==> src/rtl/lane_unstripe_4to1.sv <==
// lane_unstripe_4to1: merges four 9-bit lanes ({valid,data}) back into one byte stream.
// Each accepted word is buffered whole. Its per-lane valid bits act as a pending mask.
// Bytes are drained one per cycle in lane order, and invalid lanes are skipped.
//
// Handshake: the input word transfers on a posedge where in_ready=1 and at least one lane
// is valid. The output byte transfers on a posedge where out[8]=1 and out_ready=1. While
// out[8]=1 and out_ready=0, out holds steady. When out[8]=0, out is 9'h000.
module lane_unstripe_4to1 #(
    parameter int DEPTH = 2,
    parameter int PTR_W = 1
) (
    input  logic             clk,
    input  logic             reset,
    input  logic [8:0]       in0,
    input  logic [8:0]       in1,
    input  logic [8:0]       in2,
    input  logic [8:0]       in3,
    output logic             in_ready,
    output logic [8:0]       out,
    input  logic             out_ready,
    output logic [PTR_W:0]   count
);

    localparam logic [PTR_W:0] DEPTH_C = (PTR_W+1)'(DEPTH);

    logic [7:0]       data_q [DEPTH][4];
    logic [3:0]       pend_q [DEPTH];
    logic [PTR_W-1:0] wr_ptr;
    logic [PTR_W-1:0] rd_ptr;

    logic [7:0]       lane_data [4];
    logic [3:0]       lane_vld;
    logic             push;
    logic [3:0]       head_pend;
    logic [1:0]       sel;
    logic [3:0]       sel_bit;
    logic [3:0]       rest;
    logic             out_vld;
    logic             take;
    logic             pop;

    // Input unpacking, flow control and head-lane selection.
    always_comb begin
        lane_data[0] = in0[7:0];
        lane_data[1] = in1[7:0];
        lane_data[2] = in2[7:0];
        lane_data[3] = in3[7:0];
        lane_vld     = {in3[8], in2[8], in1[8], in0[8]};

        // No pass-through when full: in_ready only looks at registered count.
        in_ready = reset & (count != DEPTH_C);
        push     = in_ready & (|lane_vld);

        head_pend = pend_q[rd_ptr];
        sel       = 2'd0;
        if (head_pend[0])      sel = 2'd0;
        else if (head_pend[1]) sel = 2'd1;
        else if (head_pend[2]) sel = 2'd2;
        else if (head_pend[3]) sel = 2'd3;
        sel_bit = 4'b0001 << sel;
        rest    = head_pend & ~sel_bit;

        // A held word always has at least one pending lane, so count!=0 means a byte is ready.
        out_vld = (count != '0);
        out     = out_vld ? {1'b1, data_q[rd_ptr][sel]} : 9'h000;
        take    = out_vld & out_ready;
        pop     = take & (rest == 4'd0);
    end

    // Word storage, pending masks, pointers and occupancy.
    always_ff @(posedge clk or negedge reset) begin
        if (!reset) begin
            for (int w = 0; w < DEPTH; w++) begin
                pend_q[w] <= 4'd0;
                for (int l = 0; l < 4; l++) data_q[w][l] <= 8'h00;
            end
            wr_ptr <= '0;
            rd_ptr <= '0;
            count  <= '0;
        end else begin
            // Push and head-clear never hit the same slot: that would need count==0 (no take)
            // or count==DEPTH (no push).
            if (take) pend_q[rd_ptr] <= rest;
            if (push) begin
                for (int l = 0; l < 4; l++) data_q[wr_ptr][l] <= lane_data[l];
                pend_q[wr_ptr] <= lane_vld;
                wr_ptr         <= wr_ptr + 1'b1;
            end
            if (pop) rd_ptr <= rd_ptr + 1'b1;
            count <= count + {{PTR_W{1'b0}}, push} - {{PTR_W{1'b0}}, pop};
        end
    end

endmodule
==> config.mk <==
export PLATFORM = sky130hd
export DESIGN_NAME = lane_unstripe_4to1
export DESIGN_NICKNAME = d
export VERILOG_FILES = /design/src/rtl/lane_unstripe_4to1.sv
export SDC_FILE = /design/constraint.sdc
export NUM_CORES = 1
export LEC_CHECK = 0
export ABC_AREA = 1
export CORE_ASPECT_RATIO = 0.75
export CORE_MARGIN = 5
export CORE_UTILIZATION = 45
export CTS_CLUSTER_DIAMETER = 60
export CTS_CLUSTER_SIZE = 25
export DETAILED_ROUTE_END_ITERATION = 6
export PLACE_DENSITY_LB_ADDON = 0.3
export REMOVE_ABC_BUFFERS = 1
export SLEW_MARGIN = 10
export SYNTH_ARGS = -nofsm -noshare
export SYNTH_HDL_FRONTEND = slang
export SYNTH_SLANG_ARGS = --single-unit
==> constraint.sdc <==
create_clock -name clk -period 2.9 [get_ports clk]
set_input_delay 0.58 -clock clk [delete_from_list [all_inputs] [get_ports clk]]
set_output_delay 0.58 -clock clk [all_outputs]
set_load 0.02 [all_outputs]
Yosys cells after proc, flatten, opt, wreduce, memory -nomap -nowiden
Index checks and enable logic that the tools add are counted.
{"block": "totals", "in_bits": 39, "out_inout_bits": 12, "ff_bits": 76, "elab_cells": 72}
{"block": "op_classes", "n_reduce_logical": 5, "bitwise": 9, "n_mux": 34, "eq_ne": 1, "n_lt_le_gt_ge": 5, "n_shift": 1, "addsub": 4}
{"cell": "bitwise mux 64 bit", "n": 4}
{"cell": "demux 32 bit (select 1 bit)", "n": 4}
{"cell": "two-way mux 32 bit", "n": 4}
{"cell": "two-way mux 8 bit", "n": 5}
{"cell": "two-way mux 24 bit", "n": 1}
{"cell": "two-way mux 4 bit", "n": 5}
{"cell": "binary-select mux 8 bit (select 2 bit)", "n": 1}
{"cell": "bitwise mux 8 bit", "n": 2}
{"cell": "two-way mux 16 bit", "n": 1}
{"cell": "two-way mux 9 bit", "n": 1}
{"cell": "demux 4 bit (select 1 bit)", "n": 2}
{"cell": "two-way mux 2 bit", "n": 4}
{"cell": "AND 1 bit", "n": 4}
{"cell": "AND 4 bit", "n": 1}
{"cell": ">= comparator 2 bit, second input constant", "n": 2}
{"cell": "logical NOT 4 bit", "n": 1}
{"cell": "< comparator 2 x 1 -> 1 bit, second input constant", "n": 2}
{"cell": "inverter 1 -> 2 bit", "n": 2}
{"cell": "inverter 4 bit", "n": 1}
{"cell": "OR reduction 4 bit", "n": 1}
{"cell": "<< shifter 1 x 2 -> 4 bit, first input constant", "n": 1}
{"cell": ">= comparator 3 bit, second input constant", "n": 1}
{"cell": "inverter 2 -> 3 bit", "n": 1}
{"cell": "adder 1 bit, second input constant", "n": 2}
{"cell": "5 further kinds", "n": 6}

Depth between registers and ports, before layout
{"block": "depth", "word_depth": 15, "mapped_depth": 13, "depth_no_buf": 12}

Worst setup path after synthesis
OpenSTA, ideal clock, no wires.
{"block": "synth_timing", "path_kind": "reg-to-reg", "from": "register count[1]", "to": "register count[1]", "path_stages_with_launch": 11, "synth_period_minus_slack_ns": 1.904, "required_time_ns": 2.777, "arrival_ns": 1.781, "n_path_buf": 1, "setup_time_ns": 0.123, "path_slack_ns": 0.996, "cell_sequence": "dfrtp_1 or2_2 buf_2 nand3_1 nor2_1 nand2_1 inv_1 ha_1 inv_1 ha_1 xnor2_1"}
{"block": "synth_via", "elab_cells_between_ends": 8, "cone_classes": "add/sub (2); eq/ne (1); bitwise (4); reduce/logical (1)"}
{"item": "start: declaration", "line": "21", "text": "output logic [PTR_W:0] count"}
{"item": "start signal: assignment", "line": "90", "text": "count <= count + {{PTR_W{1'b0}}, push} - {{PTR_W{1'b0}}, pop};"}
{"item": "nonzero test 2 bit", "line": "64", "text": "out_vld = (count != '0);"}
{"item": "net out_vld", "line": "38", "text": "logic out_vld;"}
{"item": "AND 1 bit", "line": "66", "text": "take = out_vld & out_ready;"}
{"item": "AND 1 bit", "line": "67", "text": "pop = take & (rest == 4'd0);"}
{"item": "net pop", "line": "40", "text": "logic pop;"}
{"item": "subtractor 2 x 1 -> 2 bit", "line": "90"}
The timed path passes the listed nets, and every way through them passes these cells.
A chain may end at the register's enable or synchronous reset.

Final worst setup path
{"block": "layout_timing", "from": "register rd_ptr", "to": "output port out[0]"}
{"block": "layout_via", "elab_chain_cells": 13, "elab_cells_between_ends": 16, "cone_classes": "mux (14); bitwise (2)"}
{"item": "start: declaration", "line": "29", "text": "logic [PTR_W-1:0] rd_ptr;"}
{"item": "start signal: assignment", "line": "89", "text": "if (pop) rd_ptr <= rd_ptr + 1'b1;"}
{"item": "inverter 1 -> 2 bit (implied by the code) *", "line": "54, 65"}
{"item": "two-way mux 4 bit (implied by the code) (3 in series)", "line": "54", "text": "head_pend = pend_q[rd_ptr];"}
{"item": "two-way mux 2 bit", "line": "59", "text": "else if (head_pend[3]) sel = 2'd3;"}
{"item": "two-way mux 2 bit", "line": "58", "text": "else if (head_pend[2]) sel = 2'd2;"}
{"item": "two-way mux 2 bit", "line": "57", "text": "else if (head_pend[1]) sel = 2'd1;"}
{"item": "two-way mux 2 bit", "line": "56", "text": "if (head_pend[0]) sel = 2'd0;"}
{"item": "inverter 2 -> 3 bit (implied by the code)", "line": "65", "text": "out = out_vld ? {1'b1, data_q[rd_ptr][sel]} : 9'h000;"}
{"item": "binary-select mux 8 bit (select 2 bit) *", "line": "65"}
{"item": "two-way mux 8 bit (implied by the code) * (2 in series)", "line": "65"}
{"item": "two-way mux 9 bit *", "line": "65"}
{"item": "end: declaration", "line": "19", "text": "output logic [8:0] out,"}
Every way passes the cells marked *; elsewhere a longest branch is shown, timed or not. The select of a mux whose other input is x is not followed.

==> results.json <==
{
  "max_freq_mhz": 366,
  "viasPerCell": 5.01,
  "setup_violations": 0,
  "numCtsBuffers": 9,
  "r2r_end": "count[1]",
  "antenna_found_initial": 0,
  "powerDensity_mw_per_mm2": 1300,
  "holdBufCountCts": 0,
  "crit_type": "reg2out",
  "rr_startpoint": "rd_ptr",
  "h-tree-depth": 3,
  "vias": 3381,
  "firstDrtPassIters": 5,
  "path_buf_inv": 4,
  "grt_pass1_vias": 3291,
  "cpMostUsedCell": "nand2_1",
  "drt_iter0_drc": 289,
  "path_depth": 9,
  "slowest_stage": "dfrtp_2",
  "slew_headroom_pct": 52.6,
  "clock_skew_ps": 4.11,
  "drt-total-wl_microns": 9440,
  "worst_setup_path_end_kind": "output port",
  "ys_seq_area_share_pct": 48.0,
  "placed_area_sq_mm": 0.00445,
  "overflow": 0,
  "rsz0062_at_grt": "false",
  "port_buffers": 50,
  "fin_total_pwr_mw": 6.25,
  "grt_first_pass_wirelength_microns": 16100,
  "drive_gt1_share_pct": 9.70,
  "io_pins": 51,
  "die_x_microns": 118,
  "synth_seq_cells": 76,
  "rr_worst_depth": 11,
  "path_cells": "inv_4 -> nand2_1 -> nand2_2 -> clkinvlp_4 -> o21ai_4 -> nand3_1 -> nand2_1 -> inv_1 -> dlygate4sd2_1",
  "setup.worst_path.start": "rd_ptr",
  "gp_congestion": 0.940,
  "critical-path-max-stage-delay_ps": 490,
  "final_hold_viol_count": 0,
  "status": "complete, no violations",
  "min_period_over_period_pct": 94.3,
  "ir_drop_mv": 0.815,
  "synth_area_per_cell_sq_um": 7.64,
  "clk_pin_slew_ps": 60,
  "worstSkewPairLatency_ps": 330,
  "fin_area_sq_mm": 0.00480,
  "area_delta_synth_final_pct": 21.1,
  "antenna_left": 0,
  "whs_ps": 266,
  "path_delay_family": "buffers and inverters",
  "groute.usage.overall_pct": 18.3,
  "maxSlewViolCount": 0,
  "place_hpwl_microns": 6300,
  "tightest_slew_ps": 711,
  "critical_path_required_ps": 2320,
  "rows": 29,
  "timing.critical_path.to": "out[0]",
  "netlist_instances": 519,
  "clock-root-buffer": "clkbuf_16",
  "coreArea_sq_mm": 0.00853,
  "dieHeight_microns": 91.3,
  "yosys_warnings": 0,
  "ys_async_sr_fraction_pct": 100,
  "clockBufferDepth": 2,
  "worstHoldPathType": "in2async",
  "synth_area_sq_mm": 0.00396,
  "antennaDiodeCount": 0,
  "arrival_ps": 2160,
  "drc": 0,
  "synth_cell_types": 28,
  "start_util_pct": 46.5,
  "rrSetupSlack_ps": 910,
  "cts_tree": "done",
  "cellLeakagePower_nw": 2.44,
  "ys_dominant_reg_cell": "dfrtp_1",
  "synth_edf_count": 0,
  "avgRoutedWirePerCell_microns": 14.0,
  "cts.sinks": 76,
  "dieArea_sq_mm": 0.0108,
  "worstPathMaxFanout": 9,
  "crit_path_start_kind": "flip-flop",
  "final_net_count": 603,
  "cap_violations": 0,
  "fin_crit_ps": 2740,
  "grt_max_degree": 67
}
## stage by stage
step | instances | util [%] | TNS, ps | setup WS, ps
3_3_place_gp | 656 | 52.2 | 0 | 299
3_5_place_dp | 656 | 52.2 | 0 | 263
5_1_grt | 675 | 56.3 | 0 | 22.7
4_1_cts | 675 | 56.1 | 0 | 133
6_report | 675 | 56.3 | 0 | 164
2_1_floorplan | 492 | - | -421 | -52.7
## cell families (layout without fill, tap and decap cells)
logic type               count (synthesis)  count (layout)  share of synthesized area, %
AND/OR/NAND/NOR                        284             284                          29.4
buffers and inverters                   83             131                          10.9
flip-flops                              76              76                          48.0
AO/OA/AOI/OAI                           72              72                          10.7
adder cells (fa/ha/maj)                  2               2                         0.631
XOR/XNOR                                 2               2                         0.442
## sequential cells by signal (all words and copies together) (netlist names)
register	flops
count	2
wr_ptr	1
pend_q	8
rd_ptr	1
data_q	64
## worst reg2reg max path, delay by kind of cell, from the launching register on
kind | cells | cell delay [ps]
simple gates | 5 | 720
buf+inv | 3 | 230
fa+ha+maj | 2 | 360
xor+xnor | 1 | 110
flops | 1 | 490
## layer usage
layer	vias up	wire (microns)	track usage (%)
met2	98	4070	26.7
met4	0	106	4.63
li1	1696	-	-
met1	1577	4680	27.0
met3	10	593	5.22
met5	-	0	0
## cell usage in the layout, fill, tap and decap left out
master | netlist | final
nand2_1 | 192 | 192
dfrtp_1 | 76 | 75
inv_1 | 53 | 52
nor2_1 | 46 | 46
clkdlybuf4s50_1 | 0 | 41
nand3_1 | 34 | 34
o21ai_0 | 29 | 29
a21oi_1 | 24 | 24
o21ai_2 | 10 | 10
clkbuf_16 | 0 | 9
buf_4 | 4 | 7
o21ai_1 | 6 | 6
nand2_2 | 5 | 5
dlygate4sd2_1 | 0 | 5
clkinv_2 | 0 | 4
clkdlybuf4s15_1 | 0 | 3
buf_12 | 0 | 3
nor2_4 | 1 | 2
nand2_4 | 2 | 2
inv_2 | 2 | 2
xnor2_1 | 2 | 2
ha_1 | 2 | 2
clkbuf_8 | 0 | 2
a21boi_4 | 1 | 1
or2_2 | 1 | 1
o31ai_1 | 1 | 1
nand3_2 | 1 | 1
inv_4 | 1 | 1
nand4_4 | 0 | 1
clkinvlp_4 | 0 | 1
o21ai_4 | 1 | 1
bufinv_16 | 0 | 1
dfrtp_2 | 0 | 1
## cells in the mapped netlist (4+ instances only)
cell | instances | area share (%)
buf_4 | 4 | 0.76
buf_2 | 8 | 1.0
o21ai_2 | 10 | 2.2
inv_1 | 53 | 5.0
a21oi_1 | 24 | 3.0
buf_6 | 12 | 3.4
dfrtp_1 | 76 | 48
o21ai_0 | 29 | 3.7
nor2_1 | 46 | 4.4
nand2_1 | 192 | 18
nand2_2 | 5 | 0.79
o21ai_1 | 6 | 0.76
nand3_1 | 34 | 4.3
## report_power, final
group	internal, mW	total, mW	switching [mW]
combinational	1.20	3.29	2.09
clock	0.707	1.14	0.431
sequential	1.57	1.81	0.242
## timing repair
item | 4_1_cts | 5_1_grt
pin swaps | 1 | 1
hold endpoints to repair | 0 | 0
gates resized for setup | 10 | 4
setup buffers | 3 | 0
setup endpoints to repair | 8 | 7
## worst min path at each step
| stage | slack, ps | to | cells after the start |
|---|---|---|---|
| after global placement | 450 | data_q[40] | 2 |
| final | 270 | data_q[1] | 2 |
| after detailed placement | 450 | data_q[41] | 2 |
| after global routing | 290 | data_q[39] | 2 |
| after floorplan | 280 | count[0] | 0 |
| after CTS | 270 | data_q[5] | 2 |
## area by class of cell
cell class	instances	area (sq um)
clock inverters	5	50.0
fillers	794	3730
well taps	108	135
repair buffers	59	597
clock buffers	11	253
multi-input cells	360	1650
inverters	56	216
flip-flops and latches	76	1900
Note: power is estimated with default switching activity, not from simulation.
